`src/rtl/hazard_ctrl.sv`:
```
// ----------------------------------------------------------------------------
// hazard_ctrl
//
// Pipeline hazard controller for a five-stage MIPS-style core. It combines two
// stall sources:
//   * data stall : a Decode source register that a younger result in Execute
//                  or Memory will not produce in time (Tuse/Tnew comparison);
//   * md stall   : a Decode instruction touching HI/LO or starting mult/div
//                  while the mult/div unit is occupied or being started.
// A single stall freezes PC and F/D and injects a bubble into D/E.
//
// The mult/div occupancy is tracked by a two-state FSM (IDLE/BUSY) with a
// 4-bit down-counter: 5 busy cycles for mult, 10 for div.
//
// Optional feature macro: HAZARD_STATS_EN
//   defined   -> stall_cnt is a 32-bit wrapping counter of stall cycles
//   undefined -> stall_cnt is constant 0 and no counter is built
//
// Ports
//   clk                   in   system clock
//   reset                 in   synchronous, active-high reset
//   D_rs, D_rt            in 5 Decode source register numbers
//   D_tuse_rs, D_tuse_rt  in 2 cycles until Decode needs rs/rt (3 = never)
//   E_dst, M_dst          in 5 Execute/Memory destination (0 = none)
//   E_tnew, M_tnew        in 2 cycles until the E/M result is produced
//   D_is_md               in   Decode instruction uses HI/LO or mult/div
//   E_md_start            in   mult/div issued from Execute this cycle
//   E_md_op               in   0 = mult, 1 = div
//   PC_en, FD_en          out  PC and F/D register enables
//   DE_flush              out  bubble insert into D/E
//   md_busy               out  mult/div unit occupied
//   stall_cnt             out 32 stall statistics
//   o_dbg_state           out  FSM state (0 = IDLE, 1 = BUSY)
// ----------------------------------------------------------------------------
module hazard_ctrl (
    input  logic        clk,
    input  logic        reset,
    input  logic [4:0]  D_rs,
    input  logic [4:0]  D_rt,
    input  logic [1:0]  D_tuse_rs,
    input  logic [1:0]  D_tuse_rt,
    input  logic [4:0]  E_dst,
    input  logic [4:0]  M_dst,
    input  logic [1:0]  E_tnew,
    input  logic [1:0]  M_tnew,
    input  logic        D_is_md,
    input  logic        E_md_start,
    input  logic        E_md_op,
    output logic        PC_en,
    output logic        FD_en,
    output logic        DE_flush,
    output logic        md_busy,
    output logic [31:0] stall_cnt,
    output logic        o_dbg_state
);

    typedef enum logic {
        ST_IDLE = 1'b0,
        ST_BUSY = 1'b1
    } state_t;

    localparam logic [3:0] MULT_CYCLES = 4'd5;
    localparam logic [3:0] DIV_CYCLES  = 4'd10;

    state_t     r_state;
    state_t     w_state_next;
    logic [3:0] r_md_cnt;
    logic [3:0] w_md_cnt_next;

    logic       w_rs_stall;
    logic       w_rt_stall;
    logic       w_data_stall;
    logic       w_md_stall;
    logic       w_stall;

    // ------------------------------------------------------------------
    // FSM state register (reset wins over a simultaneous E_md_start)
    // ------------------------------------------------------------------
    always_ff @(posedge clk) begin
        if (reset) begin
            r_state  <= ST_IDLE;
            r_md_cnt <= 4'd0;
        end else begin
            r_state  <= w_state_next;
            r_md_cnt <= w_md_cnt_next;
        end
    end

    // ------------------------------------------------------------------
    // FSM next-state logic
    // ------------------------------------------------------------------
    always_comb begin
        w_state_next  = r_state;
        w_md_cnt_next = r_md_cnt;
        case (r_state)
            ST_IDLE: begin
                if (E_md_start) begin
                    w_state_next  = ST_BUSY;
                    w_md_cnt_next = E_md_op ? DIV_CYCLES : MULT_CYCLES;
                end
            end
            ST_BUSY: begin
                // A new start while busy is ignored: no reload.
                w_md_cnt_next = r_md_cnt - 4'd1;
                // The count==0 case is unreachable; leaving BUSY there keeps
                // a corrupted counter from wedging the unit busy for 16 cycles.
                if (r_md_cnt <= 4'd1) begin
                    w_state_next  = ST_IDLE;
                    w_md_cnt_next = 4'd0;
                end
            end
            default: begin
                w_state_next  = ST_IDLE;
                w_md_cnt_next = 4'd0;
            end
        endcase
    end

    // ------------------------------------------------------------------
    // FSM outputs and stall combination
    // ------------------------------------------------------------------
    always_comb begin
        // A source only stalls when a matching producer needs more cycles
        // than the consumer can wait. Register 0 is hardwired and never waits.
        w_rs_stall = (D_rs != 5'd0) &&
                     (((D_rs == E_dst) && (E_tnew > D_tuse_rs)) ||
                      ((D_rs == M_dst) && (M_tnew > D_tuse_rs)));
        w_rt_stall = (D_rt != 5'd0) &&
                     (((D_rt == E_dst) && (E_tnew > D_tuse_rt)) ||
                      ((D_rt == M_dst) && (M_tnew > D_tuse_rt)));
        w_data_stall = w_rs_stall || w_rt_stall;

        // Starting mult/div in Execute blocks HI/LO users the same cycle,
        // before the FSM has registered BUSY.
        w_md_stall = D_is_md && ((r_state == ST_BUSY) || E_md_start);

        w_stall  = !reset && (w_data_stall || w_md_stall);

        PC_en       = !w_stall;
        FD_en       = !w_stall;
        DE_flush    = w_stall;
        md_busy     = !reset && (r_state == ST_BUSY);
        o_dbg_state = r_state;
    end

    // ------------------------------------------------------------------
    // Stall statistics
    // ------------------------------------------------------------------
`ifdef HAZARD_STATS_EN
    logic [31:0] r_stall_cnt;

    // w_stall is already gated by reset; coinciding stall sources count once.
    always_ff @(posedge clk) begin
        if (reset) begin
            r_stall_cnt <= 32'd0;
        end else if (w_stall) begin
            r_stall_cnt <= r_stall_cnt + 32'd1;
        end
    end

    assign stall_cnt = r_stall_cnt;
`else
    assign stall_cnt = 32'd0;
`endif

endmodule

```
`config.mk`:
```
export PLATFORM = sky130hd
export DESIGN_NAME = hazard_ctrl
export DESIGN_NICKNAME = d
export VERILOG_FILES = /design/src/rtl/hazard_ctrl.sv
export SDC_FILE = /design/constraint.sdc
export NUM_CORES = 1
export LEC_CHECK = 0
export CAP_MARGIN = 10
export CORE_MARGIN = 2
export CORE_UTILIZATION = 36
export CTS_BUF_LIST = sky130_fd_sc_hd__clkbuf_4
export DETAILED_ROUTE_END_ITERATION = 6
export PLACE_DENSITY = 0.82
export SETUP_SLACK_MARGIN = 0.05
export SYNTH_ARGS = -nofsm -noshare
export SYNTH_HDL_FRONTEND = slang
export SYNTH_SLANG_ARGS = --single-unit
```
`constraint.sdc`:
```
create_clock -name clk -period 1.8 [get_ports clk]
set_input_delay 0.18 -clock clk [delete_from_list [all_inputs] [get_ports clk]]
set_output_delay 0.18 -clock clk [all_outputs]
set_load 0.03 [all_outputs]
```
# After elaboration in Yosys (flattened, before gate mapping)

Index checks and enable logic that the tools add are counted.
W data, S select, Z words.

Register bits: 5
Logic and storage cells: 39

Add/subtract/negate cells: 1
$lt $le $gt $ge: 5
Eq/ne operators: 5
Multiplexer cells: 7
Bitwise gates (word level): 1
Reductions and logical operators: 18

Operator list:

| cell                  | count |
|---|---|
| $eq A5 B5 Y1          | 4 |
| $mux W4               | 3 |
| $reduce_bool A5 Y1    | 2 |
| $logic_and A1 B1 Y1   | 9 |
| $gt A2 B2 Y1          | 4 |
| $pmux W4 S2           | 1 |
| $logic_or A1 B1 Y1    | 5 |
| $le A4 B1 Y1 const B  | 1 |
| $sub A4 B1 Y4 const B | 1 |
| $logic_not A1 Y1      | 2 |
| $mux W1               | 2 |
| $ne A2 B2 Y1 const B  | 1 |
| $pmux W1 S2           | 1 |
| $not A1 Y1            | 1 |

# Depth between registers and ports, before layout

Depth in word-level cells: 8
Depth in mapped cells: 8
Mapped depth without buffers: 7

# Least setup slack after synthesis

No wires, ideal clock.

Path type: input -> output
Start: input D_tuse_rt[1]
End: output PC_en
Arrival time: 1630 ps
Path slack: -10 ps
Stages on the path: 8
Path buffers: 1
Cells stage by stage: inv_1 -> ha_1 -> nand2_1 -> nand4_1 -> nor4_1 -> o22ai_1 -> o221a_1 -> buf_4

Word-level cells in the longest chain between the ends: 8
Elaborated cells between the ends (all ways): 10

Ends and longest elaborated chain:

| element                                       | RTL line | text |
|---|---|---|
| start, declared                               | 41       | `input logic [1:0] D_tuse_rt,` |
| $gt A2 B2 Y1, on equally long branches        | 129, 130 |  |
| $logic_and A1 B1 Y1, on equally long branches | 129, 130 |  |
| $logic_or A1 B1 Y1 (*)                        | 129      | `(((D_rt == E_dst) && (E_tnew > D_tuse_rt)) \|\|` |
| $logic_and A1 B1 Y1 (*)                       | 128      | `w_rt_stall = (D_rt != 5'd0) &&` |
| $logic_or A1 B1 Y1 (*)                        | 131      | `w_data_stall = w_rs_stall \|\| w_rt_stall;` |
| $logic_or A1 B1 Y1 (*)                        | 137      | `w_stall = !reset && (w_data_stall \|\| w_md_stall);` |
| $logic_and A1 B1 Y1 (*)                       | 137      |  |
| $logic_not A1 Y1 (*)                          | --       |  |
| end, declared                                 | 49       | `output logic PC_en,` |

Every way passes the cells marked *; elsewhere a longest branch is shown, timed or not.

# Final worst setup path

Start: input D_tuse_rt[1]
End: output PC_en

Word-level cells in the longest chain between the ends: 8
Elaborated cells between the ends (all ways): 10

Ends and longest elaborated chain:

| element                                       | RTL line | text |
|---|---|---|
| $gt A2 B2 Y1, on equally long branches        | 129, 130 |  |
| $logic_and A1 B1 Y1, on equally long branches | 129, 130 |  |
| $logic_or A1 B1 Y1 (*)                        | 129      |  |
| $logic_and A1 B1 Y1 (*)                       | 128      |  |
| $logic_or A1 B1 Y1 (*)                        | 131      |  |
| $logic_or A1 B1 Y1 (*)                        | 137      |  |
| $logic_and A1 B1 Y1 (*)                       | 137      |  |
| $logic_not A1 Y1 (*)                          | 139      | `PC_en = !w_stall;` |

Marked as above.

==> impl.org <==
** Floorplanning
- The region available for standard cell placement spans approximately 2700 um^2.
- Effective utilization at floorplan :: 0.368
- IO Pins :: 70
- The die is 56.4 um tall.
- Row generation in the floorplan step produced 19 rows.
- Horizontal die dimension :: around 56 um
- The die covers 3180 um^2.

** Clock network
- Clock latency reported for the late side of the worst-skew pair :: ~0.24 ns
- TritonCTS built the clock tree.
- The clock net in this run drives a total of 5 sinks.
- Hold-fix buffers, CTS :: 0
- Root cell of the clock tree :: sky130_fd_sc_hd__clkbuf_4
- Total clock buffers created by CTS :: 3
- Number of levels in the clock H-tree :: 1
- Clock-pin slew on the worst setup and hold paths :: around 0.04 ns
- The clock passes through at most 2 buffers.

** Power
- Leakage :: 0.729 nW
- Power Dens Cells :: 474 nW/um^2
- The completed layout was analyzed and its total power is around 740 uW.
- The worst-case IR drop observed on VDD is around 0.28 mV.

** Yosys
- In the synthesized netlist, the number of instances is approximately 130.
- Area fraction in and, or, nand and nor cells after synthesis :: 0.138
- Portion of the post-synthesis area used by sequential elements :: 0.101
- Counting flops with an async set or reset pin after synthesis yields a share of 0.
- Post-synth top area cell :: sky130_fd_sc_hd__buf_4
- After synthesis the cells add up to 990 um^2.
- Yosys mapped the design onto 30 distinct sky130hd cell types.
- Top post-synthesis cells by area :: sky130_fd_sc_hd__buf_4 (25%), sky130_fd_sc_hd__ha_1 (13%), sky130_fd_sc_hd__xnor2_1 (12%)
- The average instance in the mapped netlist occupies 7.50 um^2.
- Leading cell type by number of instances after synthesis :: sky130_fd_sc_hd__buf_4
- Proportion of netlist area held by the largest area contributor :: 0.250
- Number of flip-flops and latches in the synthesized netlist :: 5
- Leading register cell type out of synthesis :: sky130_fd_sc_hd__dfxtp_1
- The commonest cells after synthesis are sky130_fd_sc_hd__buf_4 (33), sky130_fd_sc_hd__xnor2_1 (13), sky130_fd_sc_hd__inv_1 (12).
- Xor and xnor fraction of the mapped netlist area :: 0.177
- Area share of fa/ha/maj cells after synthesis :: 0.126
- Total of warnings raised by yosys :: 0
- Number of enable-type register cells in the synthesized netlist :: 0
- After synthesis, the largest family of logic cells by area is buffers and inverters.
- The portion of synthesized area spent on multiplexers is 0.
- Compound-cell area share of the yosys netlist :: 0.150

** Critical path
- Cell family contributing the most delay on the critical path :: simple AND/OR/NAND/NOR gates
- Slowest CP cell :: sky130_fd_sc_hd__nor4_2
- Arrival time worst endpoint :: around 1.6 ns
- Traced cell by cell, the critical path runs through buf_8 > inv_6 > ha_4 > nand2_2 > nand4_1 > nor4_2 > o22ai_2 > o221a_4 > buf_6.
- Worst setup EP type :: output port
- Number of buffer and inverter stages on the critical path :: 3
- Critical path launch point type :: primary input
- R2r setup slk :: 0.28 ns
- For this run, the slowest stage of the critical path takes between 0.3 and 0.4 ns.
- Data on the critical path is required at its endpoint by ~1.6 ns.
- Along the worst path, the maximum fanout reaches 2.
- The setup path with the least slack is of type in -> out.

** Run status
- The final reports fail on setup timing.
- Result of the run :: finished, violations left

** Timing
- Setup repair after global routing missed its margin :: true
- The final count of pins violating max slew came to 0.
- The smallest clock period supported by the final layout is computed as between 1.5 and 2 ns.
- Setup violations remaining at the end of the flow were counted as 2.
- Clock skew on the completed layout was measured at roughly 0.0040 ns.
- Tcrit/Tclk final :: 1.01
- The number of hold violations in the final report is 0.
- Highest Clock Rate :: 549 MHz
- Final worst slack :: -0.0221 ns
- Setup total negative slack on the finished layout was measured at -0.0426 ns.

** Detailed routing
- Ratio of routed vias to standard cells :: about 4.5
- The first routing iteration left 19 violations.
- In the routed design, unresolved DRC markers number 0.
- The count of nets left with antenna violations once routing finished came out at 0.
- Pre-antenna DRT Iters :: 3
- Average wire per cell in the routed design :: ~12 um
- The routed design has ~2700 um of wire.
- Vias after detailed routing :: 994

** Final layout
- Of the cells placed in the final design, the portion with a size suffix greater than 1 is 0.349.
- The area growth from synthesis to layout is 57.8%.
- Post-layout net count :: between 200 and 250
- 0 antenna diodes ended up in the layout.
- In the final layout, the multi-input gates occupy between 800 and 900 um^2.
- The count of cells in the finished layout, fillers not included, comes to 220.
- The finished cells cover ~1600 um^2.
- The filler cells instantiated in the layout total 233.
- The sequential cells in the finished layout cover a total of between 100 and 150 um^2.
- Core occupancy in the finished layout :: 0.581

** Placed design
- HPWL after detailed placement :: approximately 2100 um
- Number of placed cells counting well taps :: ~220
- During placement, the flow inserted port buffers numbering 37.
- Placed standard-cell area :: about 1400 um^2
- Routability-driven placement finished with a final weighted congestion of 0.846.

** Hold path
- Hold Path Class :: reg -> reg

** Global route
- GRT Total Usage :: 0.167
- Maximum number of pins on one net before global-route repair :: 10
- Via count of the first global-routing pass :: around 1000
- Global-route wire length before repair :: approximately 4300 um
- Grt ovf :: 0
- The initial antenna violation count came to 0.

** Flow run
- The tool flagged a number of max-cap violations equal to 0.
[sequential cells by signal, indices dropped and copies added (netlist names)]
| name | cells |
|---|---|
| o_dbg_state | 1 |
| r_md_cnt | 4 |
[cells in the final DEF (no fill, tap or decap), drive strengths merged, types with 2 or more instances in the layout]
| master | Yosys | final |
|---|---|---|
| o21ai | 4 | 4 |
| o22ai | 2 | 2 |
| xor2 | 7 | 7 |
| xnor2 | 13 | 13 |
| clkbuf | 2 | 9 |
| nand4 | 3 | 3 |
| inv | 12 | 12 |
| nor3 | 2 | 2 |
| dlygate4sd2 | 0 | 12 |
| a21oi | 7 | 7 |
| a211oi | 4 | 4 |
| clkdlybuf4s50 | 0 | 5 |
| nor2b | 2 | 2 |
| buf | 33 | 31 |
| dfxtp | 5 | 5 |
| nor4 | 3 | 3 |
| clkdlybuf4s15 | 0 | 4 |
| conb | 1 | 32 |
| ha | 10 | 10 |
| nor2 | 9 | 9 |
| nand2 | 3 | 3 |
[where the power goes]
part,switching [mW],internal (mW)
Clock,0.0453,0.0988
Combinational,0.263,0.192
Sequential,0.0157,0.125
[through the flow]
step / worst slack, ns / hold WS (ns)
detailed placement: -0.430 / 0.499
finish: -0.0221 / 0.507
CTS: 0.0516 / 0.508
global placement: -0.401 / 0.495
global route: -0.104 / 0.536
floorplan: 0.0239 / 0.432
[routing by layer]
layer | global-route usage | part of all wire | vias to the layer above
met5 | 0 | 0 | -
met4 | 0.0442 | 0.020 | 0
met3 | 0.0161 | 0.045 | 6
met2 | 0.344 | 0.58 | 41
met1 | 0.174 | 0.35 | 452
li1 | - | - | 495
[cell type report]
cell class / instances / area share
Multi-Input combinational cell: 111 / 0.558
Timing Repair Buffer: 57 / 0.302
Sequential cell: 5 / 0.0641
Inverter: 12 / 0.0321
Tap cell: 31 / 0.0248
Clock buffer: 4 / 0.0192
[final timing paths]
path	startpoint	end	cells after the start
max	D_tuse_rt[1]	PC_en	9
min	r_md_cnt[2]$_SDFFE_PP0N_	r_md_cnt[2]$_SDFFE_PP0N_	2
max reg2reg	r_md_cnt[0]$_SDFFE_PP0N_	r_md_cnt[3]$_SDFFE_PP0N_	7
min reg2reg	r_md_cnt[2]$_SDFFE_PP0N_	r_md_cnt[2]$_SDFFE_PP0N_	2
[kinds of logic (layout without fill, tap and decap cells)]
logic type	count (synthesis)	after routing
buffers and inverters	47	73
AOI/OAI and AO/OA	23	23
DFF	5	5
other	1	32
adders and majority gates	10	10
and+or+nand+nor	26	26
xor gates and xnor gates	20	20
[worst min-delay path, delay by kind of cell, from the launching register on]
kind	cells	cell delay (ns)
compound gates	1	0.06
buf+inv	1	0.06
flops	1	0.34
[repair_timing]
item / 4_1_cts / 5_1_grt
buffers inserted: 1 / 0
gates resized for setup: 77 / 24
pin swaps: 20 / 10
endpoints found under the setup margin: 3 / 3
No activity file was read; power rests on OpenSTA's default activity.
